$ cat src/rtl/debug_pkg.sv
// Shared definitions for the debug controller: FSM states, dump sub-phases,
// host command opcodes and the program terminator word.
package debug_pkg;

    typedef enum logic [2:0] {
        RECVPROG, RECVMODE, RUNSTEP, RUNALL, SENDPC, SENDDM, SENDRB, SENDCLK
    } state_t;

    // PH_ADDR gives the memory a cycle to see a new address before PH_LOAD samples it
    typedef enum logic [1:0] {PH_ADDR, PH_LOAD, PH_BUSY} phase_t;

    localparam logic [3:0] CMD_STEP = 4'h1;
    localparam logic [3:0] CMD_RUN  = 4'h2;
    localparam logic [3:0] CMD_BP   = 4'h3;
    localparam logic [3:0] CMD_PROG = 4'h4;

    localparam logic [63:0] END_MARK = '1;

    function automatic logic is_send(input state_t s);
        return s inside {SENDPC, SENDDM, SENDRB, SENDCLK};
    endfunction

endpackage

$ cat src/rtl/debug_ctrl_bp_if.sv
// Bundle of UART, CPU-control and memory-port signals between the debug
// controller (master) and the surrounding CPU/UART environment (slave).
interface debug_ctrl_bp_if #(
    parameter int IM_ADDR_LENGTH = 32,
    parameter int RBITS          = 5,
    parameter int NBITS          = 32
) ();
    logic [NBITS-1:0]          rx_Data;
    logic                      rx_done;
    logic                      tx_done;
    logic                      halt_flag;
    logic [NBITS-1:0]          current_PC;
    logic [NBITS-1:0]          clock_count;
    logic [NBITS-1:0]          RB_Data;
    logic [NBITS-1:0]          DM_Data;
    logic [IM_ADDR_LENGTH-1:0] IM_Addr;
    logic [NBITS-1:0]          IM_Data;
    logic                      IM_We;
    logic [RBITS-1:0]          RB_Addr;
    logic [NBITS-1:0]          DM_Addr;
    logic [NBITS-1:0]          tx_Data;
    logic                      tx_start;
    logic                      clock_enable;
    logic                      o_rst;
    logic                      prog_ovf;

    modport master (
        input  rx_Data, rx_done, tx_done, halt_flag, current_PC, clock_count, RB_Data, DM_Data,
        output IM_Addr, IM_Data, IM_We, RB_Addr, DM_Addr, tx_Data, tx_start,
               clock_enable, o_rst, prog_ovf
    );

    modport slave (
        output rx_Data, rx_done, tx_done, halt_flag, current_PC, clock_count, RB_Data, DM_Data,
        input  IM_Addr, IM_Data, IM_We, RB_Addr, DM_Addr, tx_Data, tx_start,
               clock_enable, o_rst, prog_ovf
    );
endinterface

$ cat src/rtl/dbg_tx_seq.sv
// One-word transmit handshake: latch a word, pulse tx_start, hold the word
// until tx_done; tx_done with nothing pending is ignored.
module dbg_tx_seq #(
    parameter int NBITS = 32
) (
    input  logic             clk,
    input  logic             reset,
    input  logic             load,
    input  logic [NBITS-1:0] word,
    input  logic             tx_done,
    output logic [NBITS-1:0] tx_data,
    output logic             tx_start,
    output logic             done
);
    logic pending;

    assign done = pending && tx_done;

    always_ff @(posedge clk or negedge reset) begin
        if (!reset) begin
            tx_data  <= '0;
            tx_start <= 1'b0;
            pending  <= 1'b0;
        end else begin
            tx_start <= 1'b0;
            if (load) begin
                tx_data  <= word;
                tx_start <= 1'b1;
                pending  <= 1'b1;
            end else if (done) begin
                pending <= 1'b0;
            end
        end
    end
endmodule

$ cat src/rtl/debug_ctrl_bp.sv
// Debug controller: loads a program over UART, runs/steps the CPU, then dumps
// PC, data memory, register bank and cycle count. Breakpoint command 0x3 is
// enabled by defining DBG_BREAKPOINT_EN.
module debug_ctrl_bp
    import debug_pkg::*;
#(
    parameter int IM_ADDR_LENGTH = 32,
    parameter int IM_MEM_SIZE    = 5,
    parameter int DM_MEM_SIZE    = 2,
    parameter int RBITS          = 5,
    parameter int RB_COUNT       = 32,
    parameter int NBITS          = 32
) (
    input  logic clk,
    input  logic reset,
    debug_ctrl_bp_if.master bus
);
    localparam int DM_WORDS = 2 ** DM_MEM_SIZE;
    localparam int IDXW     = $clog2((DM_WORDS > RB_COUNT ? DM_WORDS : RB_COUNT) + 1);
    localparam logic [IDXW-1:0]      DM_LAST = IDXW'(DM_WORDS - 1);
    localparam logic [IDXW-1:0]      RB_LAST = IDXW'(RB_COUNT - 1);
    localparam logic [IM_MEM_SIZE:0] IM_FULL = {1'b1, {IM_MEM_SIZE{1'b0}}};

    state_t                    state;
    phase_t                    ph;
    logic [IM_MEM_SIZE:0]      index;
    logic [IDXW-1:0]           idx;
    logic                      run_step;
    logic                      bp_hit;
    logic                      load;
    logic                      word_done;
    logic [NBITS-1:0]          word;
    logic [3:0]                cmd;
    logic [IM_ADDR_LENGTH-1:0] im_addr;
    logic [NBITS-1:0]          im_data;
    logic                      im_we;
    logic [RBITS-1:0]          rb_addr;
    logic [NBITS-1:0]          dm_addr;
    logic [NBITS-1:0]          tx_data;
    logic                      tx_start;
    logic                      clock_enable;
    logic                      o_rst;
    logic                      prog_ovf;

    assign cmd = bus.rx_Data[NBITS-1 -: 4];

`ifdef DBG_BREAKPOINT_EN
    logic [NBITS-1:0] bp_addr;

    always_ff @(posedge clk or negedge reset) begin
        if (!reset)
            bp_addr <= '0;
        else if (state == RECVMODE && bus.rx_done && cmd == CMD_BP)
            bp_addr <= NBITS'(bus.rx_Data[27:0]);
    end

    assign bp_hit = (bus.current_PC == bp_addr);
`else
    assign bp_hit = 1'b0;
`endif

    always_comb begin
        word = '0;
        unique case (state)
            SENDPC:  word = bus.current_PC;
            SENDDM:  word = bus.DM_Data;
            SENDRB:  word = bus.RB_Data;
            SENDCLK: word = bus.clock_count;
            default: word = '0;
        endcase
    end

    assign load = is_send(state) && (ph == PH_LOAD);

    dbg_tx_seq #(.NBITS(NBITS)) u_tx (
        .clk      (clk),
        .reset    (reset),
        .load     (load),
        .word     (word),
        .tx_done  (bus.tx_done),
        .tx_data  (tx_data),
        .tx_start (tx_start),
        .done     (word_done)
    );

    always_ff @(posedge clk or negedge reset) begin
        if (!reset) begin
            state        <= RECVPROG;
            ph           <= PH_ADDR;
            index        <= '0;
            idx          <= '0;
            run_step     <= 1'b0;
            im_addr      <= '0;
            im_data      <= '0;
            im_we        <= 1'b0;
            rb_addr      <= '0;
            dm_addr      <= '0;
            clock_enable <= 1'b0;
            o_rst        <= 1'b0;
            prog_ovf     <= 1'b0;
        end else begin
            im_we <= 1'b0;
            o_rst <= 1'b0;
            if (is_send(state)) begin
                if (ph == PH_ADDR)      ph <= PH_LOAD;
                else if (ph == PH_LOAD) ph <= PH_BUSY;
            end
            unique case (state)
                RECVPROG: if (bus.rx_done) begin
                    if (bus.rx_Data == END_MARK[NBITS-1:0]) begin
                        o_rst <= 1'b1;
                        index <= '0;
                        state <= RECVMODE;
                    end else if (index == IM_FULL) begin
                        prog_ovf <= 1'b1;
                    end else begin
                        im_we   <= 1'b1;
                        im_data <= bus.rx_Data;
                        im_addr <= IM_ADDR_LENGTH'({index, 2'b00});
                        index   <= index + 1'b1;
                    end
                end
                RECVMODE: if (bus.rx_done) begin
                    case (cmd)
                        CMD_STEP: begin state <= RUNSTEP; clock_enable <= 1'b1; end
                        CMD_RUN:  begin state <= RUNALL;  clock_enable <= 1'b1; end
`ifdef DBG_BREAKPOINT_EN
                        CMD_BP:   begin state <= RUNALL;  clock_enable <= 1'b1; end
`endif
                        CMD_PROG: begin state <= RECVPROG; prog_ovf <= 1'b0; index <= '0; end
                        default: ;
                    endcase
                end
                RUNSTEP: begin
                    clock_enable <= 1'b0;
                    run_step     <= !bus.halt_flag;
                    state        <= SENDPC;
                    ph           <= PH_LOAD;
                end
                // halt wins over a simultaneous breakpoint: the run then ends in RECVPROG
                RUNALL: if (bus.halt_flag || bp_hit) begin
                    clock_enable <= 1'b0;
                    run_step     <= !bus.halt_flag;
                    state        <= SENDPC;
                    ph           <= PH_LOAD;
                end
                SENDPC: if (word_done) begin
                    state   <= SENDDM;
                    dm_addr <= '0;
                    idx     <= '0;
                    ph      <= PH_ADDR;
                end
                SENDDM: if (word_done) begin
                    ph <= PH_ADDR;
                    if (idx == DM_LAST) begin
                        state   <= SENDRB;
                        rb_addr <= '0;
                        idx     <= '0;
                    end else begin
                        idx     <= idx + 1'b1;
                        dm_addr <= NBITS'({idx + 1'b1, 2'b00});
                    end
                end
                SENDRB: if (word_done) begin
                    if (idx == RB_LAST) begin
                        state <= SENDCLK;
                        ph    <= PH_LOAD;
                    end else begin
                        idx     <= idx + 1'b1;
                        rb_addr <= RBITS'(idx + 1'b1);
                        ph      <= PH_ADDR;
                    end
                end
                SENDCLK: if (word_done) begin
                    ph <= PH_ADDR;
                    if (run_step) begin
                        state <= RECVMODE;
                    end else begin
                        state    <= RECVPROG;
                        prog_ovf <= 1'b0;
                        index    <= '0;
                    end
                end
                default: state <= RECVPROG;
            endcase
        end
    end

    assign bus.IM_Addr      = im_addr;
    assign bus.IM_Data      = im_data;
    assign bus.IM_We        = im_we;
    assign bus.RB_Addr      = rb_addr;
    assign bus.DM_Addr      = dm_addr;
    assign bus.tx_Data      = tx_data;
    assign bus.tx_start     = tx_start;
    assign bus.clock_enable = clock_enable;
    assign bus.o_rst        = o_rst;
    assign bus.prog_ovf     = prog_ovf;
endmodule

$ cat src/flat_wrapper.sv
// flat-port wrapper written by rule: the top's interface ports become plain ports
module debug_ctrl_bp_flat import debug_pkg::*;
#(
    parameter int IM_ADDR_LENGTH = 32,
    parameter int IM_MEM_SIZE    = 5,
    parameter int DM_MEM_SIZE    = 2,
    parameter int RBITS          = 5,
    parameter int RB_COUNT       = 32,
    parameter int NBITS          = 32
)
  (clk, reset, bus_rx_Data, bus_rx_done, bus_tx_done, bus_halt_flag, bus_current_PC, bus_clock_count, bus_RB_Data, bus_DM_Data, bus_IM_Addr, bus_IM_Data, bus_IM_We, bus_RB_Addr, bus_DM_Addr, bus_tx_Data, bus_tx_start, bus_clock_enable, bus_o_rst, bus_prog_ovf);
  debug_ctrl_bp_if #(.IM_ADDR_LENGTH(IM_ADDR_LENGTH), .RBITS(RBITS), .NBITS(NBITS)) bus_i ();
  input  logic clk;
  input  logic reset;
  input wire logic [$bits(bus_i.rx_Data)-1:0] bus_rx_Data;
  input wire logic [$bits(bus_i.rx_done)-1:0] bus_rx_done;
  input wire logic [$bits(bus_i.tx_done)-1:0] bus_tx_done;
  input wire logic [$bits(bus_i.halt_flag)-1:0] bus_halt_flag;
  input wire logic [$bits(bus_i.current_PC)-1:0] bus_current_PC;
  input wire logic [$bits(bus_i.clock_count)-1:0] bus_clock_count;
  input wire logic [$bits(bus_i.RB_Data)-1:0] bus_RB_Data;
  input wire logic [$bits(bus_i.DM_Data)-1:0] bus_DM_Data;
  output wire logic [$bits(bus_i.IM_Addr)-1:0] bus_IM_Addr;
  output wire logic [$bits(bus_i.IM_Data)-1:0] bus_IM_Data;
  output wire logic [$bits(bus_i.IM_We)-1:0] bus_IM_We;
  output wire logic [$bits(bus_i.RB_Addr)-1:0] bus_RB_Addr;
  output wire logic [$bits(bus_i.DM_Addr)-1:0] bus_DM_Addr;
  output wire logic [$bits(bus_i.tx_Data)-1:0] bus_tx_Data;
  output wire logic [$bits(bus_i.tx_start)-1:0] bus_tx_start;
  output wire logic [$bits(bus_i.clock_enable)-1:0] bus_clock_enable;
  output wire logic [$bits(bus_i.o_rst)-1:0] bus_o_rst;
  output wire logic [$bits(bus_i.prog_ovf)-1:0] bus_prog_ovf;
  assign bus_i.rx_Data = bus_rx_Data;
  assign bus_i.rx_done = bus_rx_done;
  assign bus_i.tx_done = bus_tx_done;
  assign bus_i.halt_flag = bus_halt_flag;
  assign bus_i.current_PC = bus_current_PC;
  assign bus_i.clock_count = bus_clock_count;
  assign bus_i.RB_Data = bus_RB_Data;
  assign bus_i.DM_Data = bus_DM_Data;
  assign bus_IM_Addr = bus_i.IM_Addr;
  assign bus_IM_Data = bus_i.IM_Data;
  assign bus_IM_We = bus_i.IM_We;
  assign bus_RB_Addr = bus_i.RB_Addr;
  assign bus_DM_Addr = bus_i.DM_Addr;
  assign bus_tx_Data = bus_i.tx_Data;
  assign bus_tx_start = bus_i.tx_start;
  assign bus_clock_enable = bus_i.clock_enable;
  assign bus_o_rst = bus_i.o_rst;
  assign bus_prog_ovf = bus_i.prog_ovf;
  debug_ctrl_bp #(.IM_ADDR_LENGTH(IM_ADDR_LENGTH), .IM_MEM_SIZE(IM_MEM_SIZE), .DM_MEM_SIZE(DM_MEM_SIZE), .RBITS(RBITS), .RB_COUNT(RB_COUNT), .NBITS(NBITS)) u_core (.clk(clk), .reset(reset), .bus(bus_i));
endmodule
$ cat config.mk
export PLATFORM = sky130hd
export DESIGN_NAME = debug_ctrl_bp_flat
export DESIGN_NICKNAME = d
export VERILOG_FILES = /design/src/rtl/debug_pkg.sv /design/src/rtl/debug_ctrl_bp_if.sv /design/src/rtl/dbg_tx_seq.sv /design/src/rtl/debug_ctrl_bp.sv /design/src/flat_wrapper.sv
export SDC_FILE = /design/constraint.sdc
export NUM_CORES = 1
export LEC_CHECK = 0
export ABC_AREA = 0
export BUFFER_PORTS_ARGS = -buffer_cell sky130_fd_sc_hd__buf_2
export CAP_MARGIN = 20
export CORE_AREA = 2 2 118 120
export CTS_CLUSTER_DIAMETER = 100
export CTS_CLUSTER_SIZE = 30
export DETAILED_ROUTE_END_ITERATION = 8
export DIE_AREA = 0 0 120 122
export MAX_ROUTING_LAYER = met4
export PLACE_DENSITY = 0.85
export REMOVE_ABC_BUFFERS = 1
export SLEW_MARGIN = 40
export SYNTH_ARGS = -nofsm -noshare
export SYNTH_HDL_FRONTEND = slang
export SYNTH_HIERARCHICAL = 1
export SYNTH_SLANG_ARGS = --single-unit
$ cat constraint.sdc
create_clock -name clk -period 5.7 [get_ports clk]
set_input_delay 1.14 -clock clk [delete_from_list [all_inputs] [get_ports clk]]
set_output_delay 1.14 -clock clk [all_outputs]
set_load 0.05 [all_outputs]
; After elaboration in Yosys (flattened, before gate mapping)
; Index checks and enable logic that the tools add are counted.
[totals]
regBits = 131
latch_bits = 0
ramBits = 0
romBits = 0
in_bits = 165
out_inout_bits = 138
wordCells = 147
memories = 0
[op_classes]
addsub = 2
mul = 0
div = 0
order_cmp = 0
eq_ne = 34
shifts = 0
muxes = 69
bitwise_logic = 2
reduce_logical = 24
[ops]
columns = op, n
row1 = case mux 32 bit (4 select lines), 1
row2 = two-way mux 32 bit, 3
row3 = two-way mux 6 bit, 12
row4 = case mux 32 bit (2 select lines), 1
row5 = case mux 6 bit (3 select lines), 2
row6 = equality test 32 bit (second input constant), 1
row7 = two-way mux 3 bit, 10
row8 = != test 2 bit (second input constant), 14
row9 = case mux 3 bit (8 select lines), 1
row10 = two-way mux 1 bit, 23
row11 = two-way mux 5 bit, 4
row12 = adder 6 x 1 -> 6 bit (second input constant), 2
row13 = equality test 3 bit (second input constant), 4
row14 = two-way mux 2 bit, 6
row15 = AND reduction 4 bit, 3
row16 = AND reduction 11 bit, 1
row17 = case mux 5 bit (2 select lines), 1
row18 = AND reduction 5 bit, 2
row19 = case mux 3 bit (3 select lines), 1
row20 = nonzero test 3 bit, 3
row21 = case mux 2 bit (4 select lines), 1
row22 = AND reduction 8 bit, 1
row23 = nonzero test 2 bit, 4
row24 = AND reduction 7 bit, 1
row25 = 23 further kinds, 29

; Longest topological paths before layout
; Gate-level depths: netlist of the first run.
[depth]
ltp_word = 6
depth_mapped = 8
depth_no_buf = 7

; Hierarchy
; Netlist of the first run, hierarchy kept.
[modules_own_cells]
columns = mod, instances, cells_per_inst, area_per_inst_um2, seq_area_each_um2
row1 = debug_ctrl_bp, 1, 424, 4453.0, 1776.7
row2 = dbg_tx_seq, 1, 73, 1408.9, 850.8

; Worst setup path before layout of the first run
; Ideal clock, no wire load.
[synth_timing]
path_kind = input to register
startpoint = in bus_rx_Data[19]
endpoint = reg u_core.im_addr[2], in the netlist u_core/bus.IM_Addr[2]
t_arrival_ns = 2.376
required_time_ns = 5.573
setup_slack_ns = 3.196
path_stages = 5
path_cell_list = nand4_1 -> nor4_2 -> a211oi_4 -> buf_6 -> mux2_1
[synth_via]
elab_chain_cells = 3
[synth_lines]
columns = item, line_no
row1 = from (decl), flat_wrapper.sv:15  ; input wire logic [$bits(bus_i.rx_Data)-1:0] bus_rx_Data;
row2 = equality test 32 bit, debug_ctrl_bp.sv:110  ; if (bus.rx_Data == END_MARK[NBITS-1:0]) begin
row3 = NOT 1 bit (no source line), n/a
row4 = AND reduction 4 bit (no source line), n/a
row5 = to (signal assigned), debug_ctrl_bp.sv:119  ; im_addr <= IM_ADDR_LENGTH'({index, 2'b00});
row6 = to (decl), debug_ctrl_bp.sv:34  ; logic [IM_ADDR_LENGTH-1:0] im_addr;
; Every way passes these cells.
; A chain may end at the register's enable or synchronous reset.

; Final worst setup path of the first run
[layout_timing]
startpoint = reg u_core.state[0]
endpoint = reg u_core.rb_addr[1], in the netlist u_core/bus.RB_Addr[1]
[layout_via]
elab_chain_cells = 3
[layout_lines]
columns = item, line_no
row1 = from (decl), debug_ctrl_bp.sv:24  ; state_t state;
row2 = from (signal assigned), debug_ctrl_bp.sv:88  ; state <= RECVPROG;
row3 = from (signal assigned), debug_ctrl_bp.sv:113  ; state <= RECVMODE;
row4 = from (signal assigned), debug_ctrl_bp.sv:125  ; CMD_STEP: begin state <= RUNSTEP; clock_enable <= 1'b1; end
row5 = equality test 3 bit, debug_ctrl_bp.sv:108  ; unique case (state)
row6 = != test 2 bit (no source line) / nonzero test 2 bit (equally long branches), n/a
row7 = AND reduction 5 bit (no source line), n/a
row8 = to (signal assigned), debug_ctrl_bp.sv:170  ; rb_addr <= RBITS'(idx + 1'b1);
row9 = to (decl), debug_ctrl_bp.sv:37  ; logic [RBITS-1:0] rb_addr;
; Parallel ways exist; a longest one is shown, timed or not.

==> impl_metrics.env, run 1 <==
export IMPL_pwr_density_cell_nw_per_um2=618
export IMPL_layout_nets=902
export IMPL_critical_path_startpoint_type="flop"
export IMPL_grt_util_all_layers=0.202
export IMPL_timing_max_cap_violations=0
export IMPL_detailroute_via_count=4771
export IMPL_final_period_utilization=0.479
export IMPL_layout_area_overhead_vs_synth_pct=23.7
export IMPL_run_status="complete, no violations"
export IMPL_slew_headroom=0.478
export IMPL_critical_path_at_ns=3.01
export IMPL_final_period_minus_worst_setup_slack_ns=2.73
export IMPL_yosys_warnings=6
export IMPL_synth_top_flop_cell="dfrtp_1"
export IMPL_synth_async_reset_ratio=1.00
export IMPL_timing_hold_violations_final=0
export IMPL_design_portCount=303
export IMPL_detailedRoute_firstIterationViolations=285
export IMPL_ant_nets=0
export IMPL_clock_tree_from_tritoncts="done"
export IMPL_wire_per_inst_um=16.2
export IMPL_std_cell_rows=43
export IMPL_post_synth_cell_area_avg_um2=11.8
export IMPL_clock_tree_htree_level_count=3
export IMPL_commonest_cells_after_routing_fill_and_taps_aside="buf_2, dfrtp_1, conb_1, a22o_1, mux2_2"
export IMPL_final_layout_size_suffix_gt1_frac=0.475
export IMPL_worst_setup_path_end_kind="flop"
export IMPL_global_route_wire_length_before_repair_um=22500
export IMPL_synth_ff_latch_count=105
export IMPL_initial_utilization=0.434
export IMPL_sink_count_of_the_clock_tree=105
export IMPL_clkTransAtPathRegs_ns=0.07
export IMPL_dieHeight_um=122
export IMPL_global_route_overflow_total=0
export IMPL_post_cts_gate_resize_count=0
export IMPL_final_common_cell="buf_2"
export IMPL_synth_yosys_seq_area_share=0.448
export IMPL_drt_drc_violations_left=0
export IMPL_synth_area_um2=5860
export IMPL_power_total_w=0.00448
export IMPL_grt_pass1_vias=4504
export IMPL_hpwlAfterDp_um=11100
export IMPL_worstRegToRegCells=6
export IMPL_drtPass1Iterations=5
export IMPL_clk_latency_ns=0.34
export IMPL_synth_lib_cells_used_distinct=66
export IMPL_peak_ir_drop_on_the_vdd_network_v=0.000265
export IMPL_achievable_frequency_mhz=367
export IMPL_hold_path_class="flop to flop"
export IMPL_holdBufCountCts=0
export IMPL_biggest_fanout_along_the_worst_timing_path=20
export IMPL_post_cts_buffers=0
export IMPL_synthCells=497
export IMPL_total_negative_setup_slacks_ns=0
export IMPL_grt_start_max_net_pins=62
export IMPL_leakagePower_nw=3.72
export IMPL_cp_required_ns=5.99
export IMPL_hold_path_cell_count=1
export IMPL_grt_setup_unrepaired="false"
export IMPL_port_buffers=250
export IMPL_place_congestion=0.872
export IMPL_vias_per_cell=5.20
export IMPL_n_antenna_cell=0
export IMPL_finalSetupViolCount=0
export IMPL_final_setup_skew_ns=0.00977
export IMPL_antenna_found_initial=0
export IMPL_die_w_um=120
export IMPL_cts_root_buffer_cell="clkbuf_16"
export IMPL_timing_worst_slew_pin_value_ns=0.783
export IMPL_clock_tree_buffer_depth=2
export IMPL_die_area_um2=14600
export IMPL_design_core_area_um2=13500
export IMPL_critPathKind="flop to flop"
export IMPL_synth_edf_count=0
export IMPL_wl_um=14800
export IMPL_maxSlewViolCount=0
export IMPL_cts_buffers=9
[synthesized netlist by cell type, drive strengths merged, types with 2 or more instances]
master / n / area (um2)
mux2: 68 / 875
a211oi: 2 / 27.5
o22a: 2 / 17.5
xnor2: 3 / 26.3
dfrtp: 105 / 2630
o31ai: 3 / 22.5
a21boi: 2 / 15.0
a22o: 34 / 298
a21oi: 8 / 43.8
buf: 65 / 553
nor2: 12 / 45.0
a32o: 2 / 20.0
a221o: 32 / 320
nor4: 3 / 46.3
nor3: 7 / 45.0
nor4b: 2 / 23.8
and2: 3 / 20.0
clkbuf: 17 / 68.8
nand4: 10 / 62.6
nand2b: 6 / 37.5
o41ai: 2 / 17.5
ha: 5 / 62.6
o21ai: 14 / 70.1
and3b: 2 / 18.8
xor2: 2 / 17.5
nand2: 23 / 86.3
o211ai: 3 / 27.5
a21o: 6 / 45.0
a31oi: 5 / 31.3
o2bb2ai: 4 / 35.0
nand3: 11 / 60.1
o22ai: 3 / 18.8
inv: 16 / 60.1
[cell type report]
cell class              count  area, um2
clock buffers              10        239
clock inverters             6       50.0
fillers                  1203       6250
inverters                  16       60.1
multi-input cells         345       2760
flip-flops and latches    105       2630
well taps                 180        225
repair buffers            255       1290
[critical path: stages (launching register included)]
cell and delay [ns]:
dfrtp_1 0.68, and3b_1 0.71, buf_4 0.37, a21boi_1 0.39, a21oi_1 0.08, nand3b_1 0.25
a22o_1 0.18
[cell families (layout without fill, tap and decap cells)]
group           after synthesis  in the layout  share of synthesized area
mux                          69             69                      0.151
other cells                   1             52                   0.000640
fa+ha+maj                     5              5                     0.0107
xor+xnor                      5              5                    0.00747
flops                       105            105                      0.448
compound gates              127            127                      0.179
simple gates                 87             87                     0.0864
buf+inv                      98            287                      0.116
[registers in the layout (all words and copies together), names as in the netlist, 2 cells and up]
register / count
u_core/bus.DM_Addr: 6
u_core/ph: 2
u_core/bus.RB_Addr: 5
u_core/index: 6
u_core/state: 3
u_core/bus.IM_Data: 32
u_core/u_tx/tx_data: 32
u_core/bus.IM_Addr: 6
u_core/idx: 6
[where the power goes]
| group | internal, W | total, W | switching, W |
|---|---|---|---|
| registers | 0.00107 | 0.00129 | 0.000223 |
| logic | 0.000862 | 0.00259 | 0.00173 |
| clock network | 0.000313 | 0.000601 | 0.000288 |
[metrics by stage]
stage / utilization / hold slack [ns] / area [um2] / std cells / worst slack, ns
6_report: 0.537 / 0.474 / 7250 / 917 / 2.97
5_1_grt: 0.537 / 0.504 / 7250 / 917 / 2.73
4_1_cts: 0.537 / 0.478 / 7250 / 917 / 2.96
3_5_place_dp: 0.515 / 0.462 / 6960 / 901 / 2.71
3_3_place_gp: 0.515 / 0.456 / 6960 / 901 / 2.77
2_1_floorplan: - / 0.446 / 5430 / 466 / 2.67
[path summary, 6_finish.rpt]
check	endpoint	slack (ns)	startpoint
worst max-delay path	u_core/bus.RB_Addr[1]	2.97	u_core/state[0]
worst min register to register	u_core/u_tx/pending	0.47	u_core/u_tx/pending
min in group asynchronous	u_core/bus.DM_Addr[5]	0.78	reset
worst min-delay path	u_core/u_tx/pending	0.47	u_core/u_tx/pending
worst max register to register	u_core/bus.RB_Addr[1]	2.97	u_core/state[0]
max in group asynchronous	u_core/bus.IM_Data[22]	3.98	reset
[per-layer routing]
| layer | routed length (um) | global-route usage | up-vias |
|---|---|---|---|
| li1 | - | - | 2226 |
| met4 | 227 | 0.0728 | 0 |
| met1 | 6270 | 0.270 | 2306 |
| met3 | 958 | 0.0286 | 14 |
| met2 | 7370 | 0.316 | 225 |
| met5 | 0 | - | - |
Note: power is estimated with default switching activity, not from simulation.
==> run 2: changes to the inputs <==
CORE_AREA = not set   (was 2 2 118 120)
CORE_ASPECT_RATIO = 2   (was not set)
CORE_MARGIN = 2   (was not set)
CORE_UTILIZATION = 42   (was not set)
DIE_AREA = not set   (was 0 0 120 122)
clock period = 2.5 ns   (was 5.7 ns; I/O delays follow)
==> impl_metrics.env, run 2 (synthesized netlist as in run 1, its figures left out) <==
export IMPL_final_period_utilization=0.867
export IMPL_n_antenna_cell=0
export IMPL_critPathKind="flop to flop"
export IMPL_worst_setup_path_end_kind="flop"
export IMPL_slowest_delay_ns=0.50
export IMPL_reg2reg_to="u_core/bus.IM_Data[26]"
export IMPL_post_route_cell_area_um2=7350
export IMPL_vias_per_cell=5.33
export IMPL_final_common_cell="buf_2"
export IMPL_std_cell_rows=61
export IMPL_worstRegToRegCells=6
export IMPL_run_status="complete, no violations"
export IMPL_commonest_cells_after_routing_fill_and_taps_aside="buf_2, dfrtp_1, conb_1, a22o_1, mux2_2"
export IMPL_final_seq_area_um2=2630
export IMPL_timing_hold_violations_final=0
export IMPL_drtPass1Iterations=4
export IMPL_maxSlewViolCount=0
export IMPL_cpMaxStageDelayCell="dfrtp_1"
export IMPL_cts_buffers=9
export IMPL_detailedRoute_firstIterationViolations=270
export IMPL_layout_area_overhead_vs_synth_pct=25.4
export IMPL_leakagePower_nw=3.79
export IMPL_grt_pass1_vias=4701
export IMPL_sink_count_of_the_clock_tree=105
export IMPL_setup_reg_to_reg_worst_slack_ns=0.33
export IMPL_pwr_density_cell_nw_per_um2=1400
export IMPL_critical_path_cell_chain="buf_4 -> nor3_2 -> nand2_1 -> a211oi_4 -> buf_12 -> mux2_2"
export IMPL_detailroute_via_count=4816
export IMPL_die_area_um2=15000
export IMPL_initial_utilization=0.427
export IMPL_clkTransAtPathRegs_ns=0.08
export IMPL_wire_per_inst_um=17.3
export IMPL_layout_nets=912
export IMPL_design_core_area_um2=13700
export IMPL_share_of_power_burned_in_the_clock_network=0.132
export IMPL_drt_drc_violations_left=0
export IMPL_final_setup_worst_slack_ns=0.332
export IMPL_cp_buffers_inverters=2
export IMPL_wl_um=15600
export IMPL_reg2reg_from="u_core/state[0]"
export IMPL_peak_ir_drop_on_the_vdd_network_v=0.000765
export IMPL_port_buffers=250
export IMPL_critical_path_top_delay_family="flip-flops"
export IMPL_cp_required_ns=2.73
export IMPL_hpwlAfterDp_um=12700
export IMPL_hold_path_class="input port to asynchronous set/reset pin"
export IMPL_holdBufCountCts=0
export IMPL_global_route_overflow_total=0
export IMPL_filler_cell_count_in_the_final_layout=1193
export IMPL_number_of_standard_cells_in_the_final_layout_excluding_fillers=904
export IMPL_post_cts_buffers=0
export IMPL_critical_path_cell_count=6
export IMPL_biggest_fanout_along_the_worst_timing_path=42
export IMPL_grt_util_all_layers=0.210
export IMPL_grt_setup_unrepaired="false"
export IMPL_finalSetupViolCount=0
export IMPL_area_used_by_multi_input_combinational_logic_um2=2750
export IMPL_post_cts_gate_resize_count=0
export IMPL_clock_tree_htree_level_count=3
export IMPL_design_portCount=303
export IMPL_timing_max_cap_violations=0
export IMPL_total_negative_setup_slacks_ns=0
export IMPL_clk_latency_ns=0.35
export IMPL_combinationalPowerShare=0.586
export IMPL_antenna_found_initial=0
export IMPL_final_setup_skew_ns=0.0114
export IMPL_global_route_wire_length_before_repair_um=23500
export IMPL_achievable_frequency_mhz=461
export IMPL_netSwitchingPower_w=0.00516
export IMPL_final_layout_size_suffix_gt1_frac=0.482
export IMPL_ant_nets=0
export IMPL_grt_start_max_net_pins=48
export IMPL_die_w_um=87.5
export IMPL_cellInternalPower_w=0.00516
export IMPL_power_total_w=0.0103
export IMPL_final_period_minus_worst_setup_slack_ns=2.17
export IMPL_place_congestion=0.967
export IMPL_cts_root_buffer_cell="clkbuf_16"
export IMPL_place_detailed_instances=888
export IMPL_critical_path_startpoint_type="flop"
export IMPL_critical_path_at_ns=2.39
export IMPL_clock_tree_buffer_depth=2
export IMPL_preCtsSetupSlack_ns=0.379
export IMPL_slew_headroom=0.516
export IMPL_dieHeight_um=171
export IMPL_power_sequential_fraction=0.282
export IMPL_clock_tree_from_tritoncts="done"
export IMPL_timing_worst_slew_pin_value_ns=0.725
export IMPL_dpl_cell_area_um2=7050
export IMPL_power_share_switching=0.500
-- run 2: layout make-up --
class                      instances  area share
clock buffer                       9      0.0306
inverter                          16     0.00817
clock inverter                     7     0.00970
tap                              157      0.0267
sequential                       105       0.357
multi-input combinational        345       0.375
timing repair buffer             265       0.193
-- run 2: worst max path at each step --
stage | startpoint | endpoint | slack, ns
after detailed placement | u_core/state[0] | u_core/bus.IM_Data[26] | 0.38
after CTS | u_core/state[0] | u_core/bus.IM_Data[5] | 0.35
after global placement | u_core/state[0] | u_core/bus.IM_Data[25] | 0.41
after floorplan | u_core/state[0] | u_core/index[0] | -0.03
after global routing | u_core/idx[0] | u_core/state[0] | 0.15
final | u_core/state[0] | u_core/bus.IM_Data[26] | 0.33
-- run 2: worst reg2reg max path, cell delays in order (launching register included) --
cell and delay, ns:
dfrtp_1 0.50, buf_4 0.22, nor3_2 0.26, nand2_1 0.15, a211oi_4 0.27, buf_12 0.26
mux2_2 0.38
-- run 2: layer usage --
layer  up-vias  wire (um)  track usage
met5         -          0            -
met4         0        280       0.0656
met3        22       1390       0.0453
met2       297       7940        0.356
met1      2246       6030        0.246
li1       2251          -            -
-- run 2: stage by stage --
stage	hold slack (ns)	utilization
after floorplan	0.204	-
after global placement	0.462	0.513
after detailed placement	0.469	0.513
after CTS	0.140	0.535
after global routing	0.173	0.535
final	0.129	0.535
-- run 2: power by group through the flow --
| stage | registers (W) | clock network [W] | logic [W] |
|---|---|---|---|
| after floorplan | 0.00510 | 0 | 0.00230 |
| after global placement | 0.00290 | 0 | 0.00594 |
| after detailed placement | 0.00294 | 0 | 0.00606 |
| after CTS | 0.00291 | 0.00141 | 0.00607 |
| after global routing | 0.00301 | 0.00148 | 0.00641 |
| final | 0.00291 | 0.00136 | 0.00605 |
